## src/rtl/pipe_ctrl_if.sv

```systemverilog
// -----------------------------------------------------------------------------
// pipe_ctrl_if
// Bundle between the pipeline sequencing controller and the pipeline stages.
//
// Hazard / debug requests (pipeline -> controller):
//   load_use_stall  load-use hazard detected in decode
//   branch_taken    EX redirect valid this cycle
//   ex_busy         multi-cycle EX unit has not finished
//   dmem_wait       data memory not ready; whole pipe must freeze
//   halt_req        debug halt request (level)
//   resume_req      debug resume request (level)
// Stage controls / status (controller -> pipeline):
//   pc_we, pc_redirect                 PC update and branch-target select
//   if_id_we/flush, id_ex_we/flush     front pipeline register load / bubble
//   ex_mem_we/flush, mem_wb_we         back pipeline register load / bubble
//   halted                             controller is parked in HALTED
//   cycle_cnt, stall_cnt, flush_cnt    performance counters (CNT_W bits)
//
// Modport master is the controller side, slave is the pipeline side.
// -----------------------------------------------------------------------------
interface pipe_ctrl_if #(
  parameter int unsigned CNT_W = 32
);
  logic             load_use_stall;
  logic             branch_taken;
  logic             ex_busy;
  logic             dmem_wait;
  logic             halt_req;
  logic             resume_req;

  logic             pc_we;
  logic             pc_redirect;
  logic             if_id_we;
  logic             if_id_flush;
  logic             id_ex_we;
  logic             id_ex_flush;
  logic             ex_mem_we;
  logic             ex_mem_flush;
  logic             mem_wb_we;
  logic             halted;
  logic [CNT_W-1:0] cycle_cnt;
  logic [CNT_W-1:0] stall_cnt;
  logic [CNT_W-1:0] flush_cnt;

  modport master (
    input  load_use_stall,
    input  branch_taken,
    input  ex_busy,
    input  dmem_wait,
    input  halt_req,
    input  resume_req,
    output pc_we,
    output pc_redirect,
    output if_id_we,
    output if_id_flush,
    output id_ex_we,
    output id_ex_flush,
    output ex_mem_we,
    output ex_mem_flush,
    output mem_wb_we,
    output halted,
    output cycle_cnt,
    output stall_cnt,
    output flush_cnt
  );

  modport slave (
    output load_use_stall,
    output branch_taken,
    output ex_busy,
    output dmem_wait,
    output halt_req,
    output resume_req,
    input  pc_we,
    input  pc_redirect,
    input  if_id_we,
    input  if_id_flush,
    input  id_ex_we,
    input  id_ex_flush,
    input  ex_mem_we,
    input  ex_mem_flush,
    input  mem_wb_we,
    input  halted,
    input  cycle_cnt,
    input  stall_cnt,
    input  flush_cnt
  );
endinterface

```

## src/rtl/pipe_ctrl.sv

```systemverilog
// -----------------------------------------------------------------------------
// pipe_ctrl
// Central sequencing controller for the 5-stage pipeline. Merges the load-use
// stall, EX branch redirect, multi-cycle EX busy and data-memory wait into the
// per-stage write-enable / flush strobes, runs the debug halt/resume FSM
// (RUN -> DRAIN -> HALTED -> RUN) and keeps cycle/stall/flush counters.
//
// Ports:
//   clk    clock
//   reset  synchronous active-high reset
//   bus    pipe_ctrl_if.master (hazard/debug inputs, stage strobes, status)
//
// Strobes are combinational from the registered state and the current hazard
// inputs; state, drain counter, halted flag and perf counters are registered.
// -----------------------------------------------------------------------------
module pipe_ctrl #(
  parameter int unsigned DRAIN_CYCLES  = 4,
  parameter int unsigned CNT_W         = 32,
  parameter bit          HALT_ON_RESET = 1'b0
) (
  input  logic        clk,
  input  logic        reset,
  pipe_ctrl_if.master bus
);

  // Drain counter must hold DRAIN_CYCLES; keep at least one bit.
  localparam int unsigned DW = (DRAIN_CYCLES < 1) ? 1 : $clog2(DRAIN_CYCLES + 1);
  localparam logic [DW-1:0]    DRAIN_LOAD = DW'(DRAIN_CYCLES);
  localparam logic [DW-1:0]    DRAIN_ONE  = DW'(1);
  localparam logic [DW-1:0]    DRAIN_ZERO = DW'(0);
  localparam logic [CNT_W-1:0] CNT_ONE    = CNT_W'(1);
  localparam logic [CNT_W-1:0] CNT_ZERO   = CNT_W'(0);

  typedef enum logic [1:0] {
    ST_RUN    = 2'b00,
    ST_DRAIN  = 2'b01,
    ST_HALTED = 2'b10
  } state_t;

  localparam state_t RESET_STATE = HALT_ON_RESET ? ST_HALTED : ST_RUN;

  state_t           state_r;
  state_t           state_s;
  logic [DW-1:0]    drain_cnt_r;
  logic [DW-1:0]    drain_cnt_s;
  logic             halted_r;
  logic [CNT_W-1:0] cycle_cnt_r;
  logic [CNT_W-1:0] stall_cnt_r;
  logic [CNT_W-1:0] flush_cnt_r;

  logic in_run_s;
  logic in_drain_s;
  logic active_s;
  logic hazard_s;
  logic stall_evt_s;
  logic flush_evt_s;

  logic pc_we_s;
  logic pc_redirect_s;
  logic if_id_we_s;
  logic if_id_flush_s;
  logic id_ex_we_s;
  logic id_ex_flush_s;
  logic ex_mem_we_s;
  logic ex_mem_flush_s;
  logic mem_wb_we_s;

  // State decode into one-hot style qualifiers used by strobes and counters.
  always_comb begin
    in_run_s   = 1'b0;
    in_drain_s = 1'b0;
    case (state_r)
      ST_RUN:    in_run_s   = 1'b1;
      ST_DRAIN:  in_drain_s = 1'b1;
      ST_HALTED: in_run_s   = 1'b0;
      default:   in_run_s   = 1'b0;
    endcase
  end

  assign active_s = in_run_s | in_drain_s;

  // A branch wins over ex_busy/load_use but never over dmem_wait, so a stall
  // is counted whenever the memory freezes or a lower hazard is not overridden.
  assign hazard_s    = bus.ex_busy | bus.load_use_stall;
  assign stall_evt_s = active_s & (bus.dmem_wait | (~bus.branch_taken & hazard_s));
  assign flush_evt_s = active_s & ~bus.dmem_wait & bus.branch_taken;

  // Next-state and drain-counter logic for the halt/resume FSM.
  always_comb begin
    state_s     = state_r;
    drain_cnt_s = drain_cnt_r;
    case (state_r)
      ST_RUN: begin
        if (bus.halt_req) begin
          state_s     = ST_DRAIN;
          drain_cnt_s = DRAIN_LOAD;
        end else begin
          state_s     = ST_RUN;
        end
      end
      ST_DRAIN: begin
        if (bus.dmem_wait) begin
          drain_cnt_s = drain_cnt_r;
        end else if (bus.branch_taken) begin
          // Redirect refills the front with bubbles behind it: restart drain.
          drain_cnt_s = DRAIN_LOAD;
        end else if (hazard_s) begin
          drain_cnt_s = drain_cnt_r;
        end else if (drain_cnt_r <= DRAIN_ONE) begin
          // This unfrozen cycle retires the last in-flight instruction.
          drain_cnt_s = DRAIN_ZERO;
          state_s     = ST_HALTED;
        end else begin
          drain_cnt_s = drain_cnt_r - DRAIN_ONE;
        end
      end
      ST_HALTED: begin
        // resume_req has priority; halt_req is meaningless here.
        if (bus.resume_req) begin
          state_s = ST_RUN;
        end else begin
          state_s = ST_HALTED;
        end
      end
      default: begin
        state_s     = RESET_STATE;
        drain_cnt_s = DRAIN_ZERO;
      end
    endcase
  end

  // Per-stage strobe generation in priority order.
  always_comb begin
    pc_we_s        = 1'b0;
    pc_redirect_s  = 1'b0;
    if_id_we_s     = 1'b0;
    if_id_flush_s  = 1'b0;
    id_ex_we_s     = 1'b0;
    id_ex_flush_s  = 1'b0;
    ex_mem_we_s    = 1'b0;
    ex_mem_flush_s = 1'b0;
    mem_wb_we_s    = 1'b0;
    if (reset) begin
      pc_we_s = 1'b0;
    end else if (!active_s) begin
      pc_we_s = 1'b0;
    end else if (bus.dmem_wait) begin
      // Whole pipe frozen.
      pc_we_s = 1'b0;
    end else if (bus.branch_taken) begin
      // Also taken in DRAIN so a later resume fetches the branch target.
      pc_we_s       = 1'b1;
      pc_redirect_s = 1'b1;
      if_id_we_s    = 1'b1;
      if_id_flush_s = 1'b1;
      id_ex_we_s    = 1'b1;
      id_ex_flush_s = 1'b1;
      ex_mem_we_s   = 1'b1;
      mem_wb_we_s   = 1'b1;
    end else if (bus.ex_busy) begin
      // Front holds, a bubble enters MEM, WB keeps retiring.
      ex_mem_we_s    = 1'b1;
      ex_mem_flush_s = 1'b1;
      mem_wb_we_s    = 1'b1;
    end else if (bus.load_use_stall) begin
      // IF/ID held without flush so the stalled ID instruction survives DRAIN.
      id_ex_we_s    = 1'b1;
      id_ex_flush_s = 1'b1;
      ex_mem_we_s   = 1'b1;
      mem_wb_we_s   = 1'b1;
    end else if (in_drain_s) begin
      // Fetch stopped: feed bubbles into ID while the rest drains.
      if_id_we_s    = 1'b1;
      if_id_flush_s = 1'b1;
      id_ex_we_s    = 1'b1;
      ex_mem_we_s   = 1'b1;
      mem_wb_we_s   = 1'b1;
    end else begin
      pc_we_s     = 1'b1;
      if_id_we_s  = 1'b1;
      id_ex_we_s  = 1'b1;
      ex_mem_we_s = 1'b1;
      mem_wb_we_s = 1'b1;
    end
  end

  // FSM state, drain counter and halted flag registers.
  always_ff @(posedge clk) begin
    if (reset) begin
      state_r     <= RESET_STATE;
      drain_cnt_r <= DRAIN_ZERO;
      halted_r    <= HALT_ON_RESET;
    end else begin
      state_r     <= state_s;
      drain_cnt_r <= drain_cnt_s;
      halted_r    <= (state_s == ST_HALTED);
    end
  end

  // Performance counters; they wrap naturally and hold while HALTED.
  always_ff @(posedge clk) begin
    if (reset) begin
      cycle_cnt_r <= CNT_ZERO;
      stall_cnt_r <= CNT_ZERO;
      flush_cnt_r <= CNT_ZERO;
    end else begin
      if (active_s) begin
        cycle_cnt_r <= cycle_cnt_r + CNT_ONE;
      end else begin
        cycle_cnt_r <= cycle_cnt_r;
      end
      if (stall_evt_s) begin
        stall_cnt_r <= stall_cnt_r + CNT_ONE;
      end else begin
        stall_cnt_r <= stall_cnt_r;
      end
      if (flush_evt_s) begin
        flush_cnt_r <= flush_cnt_r + CNT_ONE;
      end else begin
        flush_cnt_r <= flush_cnt_r;
      end
    end
  end

  assign bus.pc_we        = pc_we_s;
  assign bus.pc_redirect  = pc_redirect_s;
  assign bus.if_id_we     = if_id_we_s;
  assign bus.if_id_flush  = if_id_flush_s;
  assign bus.id_ex_we     = id_ex_we_s;
  assign bus.id_ex_flush  = id_ex_flush_s;
  assign bus.ex_mem_we    = ex_mem_we_s;
  assign bus.ex_mem_flush = ex_mem_flush_s;
  assign bus.mem_wb_we    = mem_wb_we_s;
  assign bus.halted       = halted_r;
  assign bus.cycle_cnt    = cycle_cnt_r;
  assign bus.stall_cnt    = stall_cnt_r;
  assign bus.flush_cnt    = flush_cnt_r;

endmodule

```

## src/flat_wrapper.sv

```systemverilog
// flat-port wrapper written by rule: the top's interface ports become plain ports
module pipe_ctrl_flat 
#(
  parameter int unsigned DRAIN_CYCLES  = 4,
  parameter int unsigned CNT_W         = 32,
  parameter bit          HALT_ON_RESET = 1'b0
)
  (clk, reset, bus_load_use_stall, bus_branch_taken, bus_ex_busy, bus_dmem_wait, bus_halt_req, bus_resume_req, bus_pc_we, bus_pc_redirect, bus_if_id_we, bus_if_id_flush, bus_id_ex_we, bus_id_ex_flush, bus_ex_mem_we, bus_ex_mem_flush, bus_mem_wb_we, bus_halted, bus_cycle_cnt, bus_stall_cnt, bus_flush_cnt);
  pipe_ctrl_if #(.CNT_W(CNT_W)) bus_i ();
  input  logic clk;
  input  logic reset;
  input wire logic [$bits(bus_i.load_use_stall)-1:0] bus_load_use_stall;
  input wire logic [$bits(bus_i.branch_taken)-1:0] bus_branch_taken;
  input wire logic [$bits(bus_i.ex_busy)-1:0] bus_ex_busy;
  input wire logic [$bits(bus_i.dmem_wait)-1:0] bus_dmem_wait;
  input wire logic [$bits(bus_i.halt_req)-1:0] bus_halt_req;
  input wire logic [$bits(bus_i.resume_req)-1:0] bus_resume_req;
  output wire logic [$bits(bus_i.pc_we)-1:0] bus_pc_we;
  output wire logic [$bits(bus_i.pc_redirect)-1:0] bus_pc_redirect;
  output wire logic [$bits(bus_i.if_id_we)-1:0] bus_if_id_we;
  output wire logic [$bits(bus_i.if_id_flush)-1:0] bus_if_id_flush;
  output wire logic [$bits(bus_i.id_ex_we)-1:0] bus_id_ex_we;
  output wire logic [$bits(bus_i.id_ex_flush)-1:0] bus_id_ex_flush;
  output wire logic [$bits(bus_i.ex_mem_we)-1:0] bus_ex_mem_we;
  output wire logic [$bits(bus_i.ex_mem_flush)-1:0] bus_ex_mem_flush;
  output wire logic [$bits(bus_i.mem_wb_we)-1:0] bus_mem_wb_we;
  output wire logic [$bits(bus_i.halted)-1:0] bus_halted;
  output wire logic [$bits(bus_i.cycle_cnt)-1:0] bus_cycle_cnt;
  output wire logic [$bits(bus_i.stall_cnt)-1:0] bus_stall_cnt;
  output wire logic [$bits(bus_i.flush_cnt)-1:0] bus_flush_cnt;
  assign bus_i.load_use_stall = bus_load_use_stall;
  assign bus_i.branch_taken = bus_branch_taken;
  assign bus_i.ex_busy = bus_ex_busy;
  assign bus_i.dmem_wait = bus_dmem_wait;
  assign bus_i.halt_req = bus_halt_req;
  assign bus_i.resume_req = bus_resume_req;
  assign bus_pc_we = bus_i.pc_we;
  assign bus_pc_redirect = bus_i.pc_redirect;
  assign bus_if_id_we = bus_i.if_id_we;
  assign bus_if_id_flush = bus_i.if_id_flush;
  assign bus_id_ex_we = bus_i.id_ex_we;
  assign bus_id_ex_flush = bus_i.id_ex_flush;
  assign bus_ex_mem_we = bus_i.ex_mem_we;
  assign bus_ex_mem_flush = bus_i.ex_mem_flush;
  assign bus_mem_wb_we = bus_i.mem_wb_we;
  assign bus_halted = bus_i.halted;
  assign bus_cycle_cnt = bus_i.cycle_cnt;
  assign bus_stall_cnt = bus_i.stall_cnt;
  assign bus_flush_cnt = bus_i.flush_cnt;
  pipe_ctrl #(.DRAIN_CYCLES(DRAIN_CYCLES), .CNT_W(CNT_W), .HALT_ON_RESET(HALT_ON_RESET)) u_core (.clk(clk), .reset(reset), .bus(bus_i));
endmodule
```

## config.mk

```make
export PLATFORM = sky130hd
export DESIGN_NAME = pipe_ctrl_flat
export DESIGN_NICKNAME = d
export VERILOG_FILES = /design/src/rtl/pipe_ctrl_if.sv /design/src/rtl/pipe_ctrl.sv /design/src/flat_wrapper.sv
export SDC_FILE = /design/constraint.sdc
export NUM_CORES = 1
export LEC_CHECK = 0
export BUFFER_PORTS_ARGS = -buffer_cell sky130_fd_sc_hd__buf_4
export CAP_MARGIN = 0
export CORE_ASPECT_RATIO = 0.9
export CORE_MARGIN = 4
export CORE_UTILIZATION = 35
export CTS_BUF_LIST = sky130_fd_sc_hd__clkbuf_16
export CTS_CLUSTER_DIAMETER = 200
export DETAILED_ROUTE_END_ITERATION = 12
export MAX_ROUTING_LAYER = met4
export PLACE_DENSITY_LB_ADDON = 0.05
export REMOVE_ABC_BUFFERS = 1
export SYNTH_ARGS = -nofsm -noshare
export SYNTH_HDL_FRONTEND = slang
export SYNTH_SLANG_ARGS = --single-unit
export TNS_END_PERCENT = 30
```

## constraint.sdc

```tcl
create_clock -name clk -period 3.65 [get_ports clk]
set_input_delay 0 -clock clk [delete_from_list [all_inputs] [get_ports clk]]
set_output_delay 0 -clock clk [all_outputs]
set_load 0.03 [all_outputs]
```

==> results of run 1 <==
## registers in the layout, summed over array words and instances (netlist names)
| name | cells |
|---|---|
| u_core.bus.cycle_cnt | 32 |
| u_core.drain_cnt_r | 3 |
| u_core.bus.flush_cnt | 32 |
| u_core.bus.halted | 1 |
| u_core.bus.stall_cnt | 32 |
| u_core.state_r | 2 |
## through the flow
| step | instance area (um^2) | util (%) |
|---|---|---|
| final | 6050 | 45.4 |
| after global routing | 6050 | 45.4 |
| after CTS | 6050 | 45.4 |
| after detailed placement | 5720 | 42.9 |
| after global placement | 5720 | 42.9 |
| after floorplan | 4640 | - |
## synthesized netlist by cell type (2+ instances only)
cell,n
nor3_1,15
nor2_1,95
or3_1,11
a21oi_1,20
ha_1,4
nand4_1,33
o31ai_1,2
dfxtp_1,102
clkbuf_1,22
nor3b_1,2
and3b_1,2
or4_1,2
xnor2_1,41
o21ai_0,13
buf_2,3
xor2_1,39
nand2_1,26
nand2b_1,5
and2_1,3
nor4_1,16
mux2i_1,2
inv_1,15
nand3_1,32
nor2b_1,4
and4_1,16
and3_1,12
## critical path: cells and delay by family, from the launching register on
| family | cells | cell delay (ns) |
|---|---|---|
| flops | 1 | 0.50 |
| simple gates | 4 | 1.57 |
| compound gates | 1 | 0.14 |
## cells in the final DEF, fill, tap and decap left out, types with 16 or more instances in the layout
master	netlist	routed
xor2_1	39	39
nor2_1	95	95
nor4_1	16	16
nand4_1	33	33
xnor2_1	41	41
nand2_1	26	26
inv_1	15	17
a21oi_1	20	20
buf_4	1	115
dfxtp_1	102	102
nand3_1	32	32
and4_1	16	16
## layer usage
metal,GRT usage (%),routed length (um),up-vias
met5,-,0,-
met1,21.4,5690,1992
li1,-,-,2163
met3,5.38,647,15
met2,24.7,5580,78
met4,4.37,176,0
## cell type report
cell class	instances	area (um^2)	area share, %
multi-input combinational	414	2540	42.1
tap	168	210	3.47
clock inverter	7	57.6	0.951
sequential	102	2040	33.8
inverter	15	56.3	0.931
timing repair buffer	120	913	15.1
clock buffer	9	225	3.72
## power by group
part           switching, W  internal (W)
combinational     0.0000842     0.0000488
clock              0.000419      0.000521
sequential        0.0000159       0.00112
total              0.000519       0.00169
## cell families (layout without fill, tap and decap cells)
group,count (synthesis),count (layout),share of synthesized area [%]
adders and majority gates,4,4,1.05
buffers and inverters,41,151,3.40
muxes,2,2,0.422
DFF,102,102,43.0
xor gates and xnor gates,80,80,14.8
and+or+nand+nor,281,281,31.4
AOI/OAI and AO/OA,47,47,5.98
## worst max-delay path by stage
stage / end / slack [ns] / cells after the start / from
floorplan: bus_id_ex_flush / 0.95 / 3 / u_core.state_r[1]$_SDFF_PP0_
finish: u_core.bus.flush_cnt[25]$_SDFFE_PP0P_ / 1.37 / 5 / u_core.state_r[1]$_SDFF_PP0_
global route: u_core.bus.flush_cnt[25]$_SDFFE_PP0P_ / 1.19 / 5 / u_core.state_r[1]$_SDFF_PP0_
global placement: u_core.bus.flush_cnt[25]$_SDFFE_PP0P_ / 1.47 / 5 / u_core.state_r[1]$_SDFF_PP0_
detailed placement: u_core.bus.flush_cnt[25]$_SDFFE_PP0P_ / 1.38 / 5 / u_core.state_r[1]$_SDFF_PP0_
CTS: u_core.bus.flush_cnt[25]$_SDFFE_PP0P_ / 1.37 / 5 / u_core.state_r[1]$_SDFF_PP0_
## timing repair
action,CTS,global route
hold endpoints to repair,4,0
hold buffers,5,0
setup endpoints to repair,0,0
==> results.yml, run 1 <==
status:
  status: "finished clean"
setup_path:
  timing.rr.start: "u_core.state_r[1]$_SDFF_PP0_"
  critPathMaxFanout: 18
  start_kind: "register"
  crit_slowest_cell: "and4_1"
  r2r_cells: 5
  slowest_delay_ns: 0.51
  arrival_ns: 2.56
  crit_chain: "and4bb_2 -> and4_1 -> nand3_1 -> or4_1 -> a21oi_1"
  cp.required_ns: 3.93
  critPathCaptureType: "register"
  rrSetupSlack_ns: 1.37
  criticalPathCategory: "reg -> reg"
  r2r_end: "u_core.bus.flush_cnt[25]$_SDFFE_PP0P_"
placement:
  post-place-ws_ns: 1.38
  routabilityCongestion: 0.820
  portBuffers: 113
  dp_hpwl_um: 8500
  post-place-cells: 814
synth:
  syn-instance-count: 557
  seq_area_frac_synth_pct: 43.0
  synth.distinct_cells: 46
  synthesis.area_um2: 4750
  synth-seq-cells: 102
  dominantRegCellSynth: "dfxtp_1"
  async_reset_ff_share_pct: 0
  synth_top_cell_area_share_pct: 43.0
  post-synth-top-area-cell: "dfxtp_1"
  postSynthAreaPerCell_um2: 8.52
  synth_area_leaders: "dfxtp_1 (43%), xnor2_1 (7.6%), nor2_1 (7.5%)"
  synth_warnings: 0
  synth_edf_count: 0
worst_hold_path:
  holdPathEnd: "u_core.state_r[1]$_SDFF_PP0_"
  hp-class: "in -> reg"
  hold_start: "bus_load_use_stall"
  holdPathStages: 4
detailed_routing:
  wirelength_um: 12100
  drtIter0Drc: 199
  dr.pass1.iters: 4
  drt-wirelength-per-cell_um: 14.5
  viasPerCell: 5.09
  ant_nets: 0
  post-route-drc-count: 0
  vias: 4248
job:
  drv_cap: 0
layout:
  fin_cells: 835
  layout-drive-gt1-share_pct: 19.9
  antenna_cells: 0
  nets: 674
  areaGrowthSynthToFinish_pct: 27.4
  n_fill_cell: 1345
clock_tree:
  cts_inserted_buffers: 9
  cts_setup_buffers: 0
  cts_root_buf: "clkbuf_16"
  cts_tree: "yes"
  cts.clk_slew.worst_paths_ns: 0.07
  clock_sinks: 102
  insertion_delay_ns: 0.35
  htree_levels: 3
  cts_resized: 0
  clock_path_buffers: 2
power_and_ir_drop:
  finalPower_w: 0.00221
  vdd_ir_drop_max_uv: 209
  power_density_nw_per_um2: 366
  p_leak_nw: 2.34
timing:
  hold_viol: 0
  min_period_ns: 2.28
  min_period_over_period_pct: 62.4
  max_freq_mhz: 439
  worst_slack_ns: 1.37
  rsz0062_at_grt: "false"
  finalSetupTns_ns: 0
  worst_pin_slew_ns: 0.683
  finalSetupViolations: 0
  slew_viol_final: 0
  fin_worst_hold_slack_ns: 0.0230
  worst_clock_skew_ns: 0.00810
  slew_headroom_pct: 54.4
global_route:
  antenna_found_initial: 0
  grt_pass1_wl_um: 20300
  grt-ovfl-total: 0
  grt_max_degree: 55
  grtUsageTotal_pct: 16.5
  grt_pass1_vias: 3996
floorplanning:
  die_w_um: 131
  io_pins: 114
  start_util_pct: 35.7
  die_h_um: 119
  fp-row-count: 40
  core_region_area_um2: 13300
  die-area_um2: 15500
(Power assumes the default switching activity.)
==> run 2: changes to the inputs <==
==> constraint.sdc (replaced) <==
create_clock -name clk -period 2.2 [get_ports clk]
set_input_delay 0 -clock clk [delete_from_list [all_inputs] [get_ports clk]]
set_output_delay 0 -clock clk [all_outputs]
set_load 0.03 [all_outputs]
==> results.yml, run 2 (synthesis results as in run 1) <==
layout:
  layout_commonest_cell: "buf_4"
  fin_cells: 851
  areaGrowthSynthToFinish_pct: 29.9
  nets: 690
  layout-drive-gt1-share_pct: 22.0
  mostFrequentLayoutCells: "buf_4 (132), dfxtp_1 (102), nor2_1 (95), xnor2_1 (41), xor2_1 (39)"
  n_fill_cell: 1286
  antenna_cells: 0
  post-route-util_pct: 46.3
global_route:
  grtUsageTotal_pct: 17.0
  grt_max_degree: 47
  antenna_found_initial: 0
  grt-ovfl-total: 0
  grt_pass1_vias: 4164
  grt_pass1_wl_um: 20900
setup_path:
  critPathMaxFanout: 7
  start_kind: "register"
  arrival_ns: 2.25
  setup.worst_path.start: "u_core.bus.stall_cnt[8]$_SDFFE_PP0P_"
  criticalPathCategory: "reg -> reg"
  timing.rr.start: "u_core.bus.stall_cnt[8]$_SDFFE_PP0P_"
  cp.required_ns: 2.48
  critPathCaptureType: "register"
timing:
  hold_viol: 0
  finalSetupViolations: 0
  worst_clock_skew_ns: 0.00883
  min_period_ns: 1.97
  slew_viol_final: 0
  min_period_over_period_pct: 89.5
  max_freq_mhz: 508
  rsz0062_at_grt: "false"
  slew_headroom_pct: 62.3
  fin_worst_hold_slack_ns: 0.0143
  worst_pin_slew_ns: 0.565
  worst_slack_ns: 0.231
worst_hold_path:
  hp-class: "in -> reg"
  hold_start: "bus_ex_busy"
placement:
  post-place-ws_ns: 0.183
  portBuffers: 113
  routabilityCongestion: 0.842
  post-place-cells: 828
  dp_hpwl_um: 8880
floorplanning:
  io_pins: 114
  die_h_um: 119
  core_region_area_um2: 13300
  start_util_pct: 35.7
  fp-row-count: 40
  die-area_um2: 15500
  die_w_um: 131
clock_tree:
  clock_path_buffers: 2
  cts.clk_slew.worst_paths_ns: 0.07
  insertion_delay_ns: 0.35
  cts_root_buf: "clkbuf_16"
  cts_tree: "yes"
  clock_sinks: 102
  htree_levels: 3
  cts_inserted_buffers: 9
  cts_resized: 0
detailed_routing:
  dr.max_layer_used: "met4"
  wirelength_um: 12600
  met2_length_um: 5940
  post-route-drc-count: 0
  dr.pass1.iters: 5
  wl_met1_um: 5790
  drt-wirelength-per-cell_um: 14.8
  vias: 4340
  route.met3.wl_um: 698
  viasPerCell: 5.10
  ant_nets: 0
  drtIter0Drc: 184
power_and_ir_drop:
  power.share.clock_pct: 42.5
  power_density_nw_per_um2: 597
  internal_power_w: 0.00281
  finalPower_w: 0.00368
  p_sw_share_pct: 23.6
  power_frac_seq_pct: 51.3
  vdd_ir_drop_max_uv: 344
  p_leak_nw: 2.42
  switching_power_w: 0.000868
  p_comb_share_pct: 6.2
status:
  status: "finished clean"
job:
  drv_cap: 0
## run 2: changes by cell type in the layout (fill, tap and decap cells not counted)
cell           previous run  this run
buf_4                   115       132
dlygate4sd3_1             5         4
## run 2: layer usage
| metal | global-route usage, % | vias up |
|---|---|---|
| met5 | - | - |
| met4 | 4.88 | 0 |
| met3 | 4.93 | 14 |
| met2 | 26.6 | 93 |
| met1 | 21.2 | 2044 |
| li1 | - | 2189 |
## run 2: what timing repair did
| action | 4_1_cts | 5_1_grt |
|---|---|---|
| hold buffers | 4 | 0 |
| buffers inserted | 0 | 3 |
| setup endpoints to repair | 0 | 3 |
| endpoints found under the hold margin | 4 | 0 |
## run 2: path summary, 6_finish.rpt
kind	to	slack (ns)	cells past startpoint
setup / recovery	u_core.bus.stall_cnt[28]$_SDFFE_PP0P_	0.23	6
hold / removal	u_core.state_r[1]$_SDFF_PP0_	0.01	4
setup reg to reg	u_core.bus.stall_cnt[28]$_SDFFE_PP0P_	0.23	6
hold reg to reg	u_core.bus.flush_cnt[1]$_SDFFE_PP0P_	0.50	2
## run 2: through the flow
stage	TNS, ns	instance area (um^2)
floorplan	-1.78	4640
global placement	0	5820
detailed placement	0	5820
CTS	0	6140
global route	0	6170
finish	0	6170
## run 2: power by group through the flow
stage	logic, W	registers [W]	clock network, W
finish	0.000230	0.00189	0.00157
global route	0.000252	0.00189	0.00169
CTS	0.000233	0.00189	0.00162
detailed placement	0.000226	0.00193	0
global placement	0.000224	0.00193	0
floorplan	0.0000890	0.00195	0
## run 2: worst max-delay path, cell delays in order, from the launching register on
cell and delay (ns):
dfxtp_1 0.41, nand4_1 0.23, nor4_4 0.38, buf_4 0.18, nand3_2 0.13, or4_1 0.42, a21oi_1 0.14
## run 2: area by class of cell
cell class	instances	area, um^2	share of cell area [%]
multi-input combinational	414	2540	41.3
sequential	102	2040	33.1
timing repair buffer	136	1030	16.7
clock buffer	9	225	3.65
tap	168	210	3.41
clock inverter	7	57.6	0.933
inverter	15	56.3	0.913
==> run 3: changes to the inputs <==
--- a/config.mk
+++ b/config.mk
@@ -15,7 +15,6 @@
 export DETAILED_ROUTE_END_ITERATION = 12
 export MAX_ROUTING_LAYER = met4
 export PLACE_DENSITY_LB_ADDON = 0.05
-export REMOVE_ABC_BUFFERS = 1
 export SYNTH_ARGS = -nofsm -noshare
 export SYNTH_HDL_FRONTEND = slang
 export SYNTH_SLANG_ARGS = --single-unit
==> results.yml, run 3 (synthesis results as in run 1) <==
detailed_routing:
  viasPerCell: 5.03
  dr.pass1.iters: 4
  drtIter0Drc: 209
  drt-wirelength-per-cell_um: 14.4
  ant_nets: 0
  post-route-drc-count: 0
  wirelength_um: 12200
  vias: 4263
placement:
  routabilityCongestion: 0.807
  placed_area_um2: 5810
  dp_hpwl_um: 8560
  portBuffers: 113
job:
  drv_cap: 0
global_route:
  grt_pass1_wl_um: 20000
  grtUsageTotal_pct: 16.3
  grt-ovfl-total: 0
  grt_pass1_vias: 4030
  antenna_found_initial: 0
  grt_max_degree: 62
timing:
  finalSetupViolations: 0
  hold_viol: 0
  slew_headroom_pct: 57.2
  worst_pin_slew_ns: 0.642
  min_period_over_period_pct: 91.5
  finalSetupTns_ns: 0
  max_freq_mhz: 497
  fin_worst_hold_slack_ns: 0.0492
  worst_clock_skew_ns: 0.00507
  rsz0062_at_grt: "false"
  slew_viol_final: 0
  min_period_ns: 2.01
clock_tree:
  cts_resized: 0
  htree_levels: 3
  clock_sinks: 102
  cts.clk_slew.worst_paths_ns: 0.07
  cts_root_buf: "clkbuf_16"
  cts_inserted_buffers: 9
  insertion_delay_ns: 0.35
  clock_path_buffers: 2
  cts_tree: "yes"
setup_path:
  critPathCaptureType: "register"
  rrSetupSlack_ns: 0.19
  critPathMaxFanout: 8
  start_kind: "register"
  r2r_cells: 5
  arrival_ns: 2.29
  cp.required_ns: 2.48
  criticalPathCategory: "reg -> reg"
floorplanning:
  start_util_pct: 35.7
  die_h_um: 119
  core_region_area_um2: 13300
  fp-row-count: 40
  die_w_um: 131
  die-area_um2: 15500
  io_pins: 114
layout:
  nets: 687
  antenna_cells: 0
  layout-drive-gt1-share_pct: 21.6
  mostFrequentLayoutCells: "buf_4 (128), dfxtp_1 (102), nor2_1 (95), xnor2_1 (41), xor2_1 (39)"
  layout_commonest_cell: "buf_4"
  post-route-util_pct: 46.5
  design_area_um2: 6200
  areaGrowthSynthToFinish_pct: 30.5
  n_fill_cell: 1349
worst_hold_path:
  holdPathStages: 4
  hp-class: "in -> reg"
status:
  status: "finished clean"
power_and_ir_drop:
  p_leak_nw: 2.44
  power_density_nw_per_um2: 630
  vdd_ir_drop_max_uv: 373
synth:
  synth.net_count: 569
==> run 3: cell types whose count changed in the layout (fill, tap and decap cells not counted) <==
cell,previous run,this run
buf_4,132,128
clkinvlp_4,1,0
dlygate4sd3_1,4,5
inv_1,17,18
bufinv_16,1,3
clkinv_1,2,0
==> run 3: cell type report <==
class	instances	area, um^2	share of cell area [%]
Clock inverter	7	106	1.72
Multi-Input combinational cell	414	2540	41.1
Timing Repair Buffer	133	1010	16.3
Clock buffer	9	225	3.63
Sequential cell	102	2040	33.0
Inverter	15	56.3	0.909
Tap cell	168	210	3.39
==> run 3: power by group <==
group	switching (W)	internal [W]
Sequential	0.0000244	0.00186
Clock	0.000690	0.00110
Combinational	0.000143	0.0000822
Total	0.000858	0.00305
==> run 3: worst max-delay path, stage by stage, from the launching register on <==
cell and delay, ns:
dfxtp_1 0.41, nand4_1 0.21, nor4_4 0.46, nand3_1 0.30, or3_1 0.42, a21oi_1 0.13
==> run 3: worst paths after layout <==
check,startpoint,endpoint
worst min-delay path,bus_load_use_stall,u_core.state_r[1]$_SDFF_PP0_
worst max-delay path,u_core.bus.stall_cnt[8]$_SDFFE_PP0P_,u_core.bus.stall_cnt[25]$_SDFFE_PP0P_
worst max register to register,u_core.bus.stall_cnt[8]$_SDFFE_PP0P_,u_core.bus.stall_cnt[25]$_SDFFE_PP0P_
worst min register to register,u_core.bus.stall_cnt[31]$_SDFFE_PP0P_,u_core.bus.stall_cnt[31]$_SDFFE_PP0P_
==> run 3: repair_timing <==
action                                  in CTS  in global routing
hold buffers                                 5                  0
endpoints found under the hold margin        4                  0
buffers inserted                             0                  0
endpoints found under the setup margin       0                  5
==> run 3: through the flow <==
step | cells | worst slack [ns] | total power, W
2_1_floorplan | 557 | 0.102 | 0.00207
3_3_place_gp | 827 | 0.227 | 0.00215
3_5_place_dp | 827 | 0.164 | 0.00215
4_1_cts | 848 | 0.139 | 0.00397
5_1_grt | 848 | 0.0285 | 0.00407
6_report | 848 | 0.187 | 0.00390
==> run 3: routing by layer <==
metal / up-vias / global-route usage, % / share of wire [%]
li1: 2185 / - / -
met5: - / - / 0
met1: 1981 / 22.3 / 50
met2: 88 / 23.6 / 44
met4: 0 / 3.66 / 0.81
met3: 9 / 5.20 / 5.6
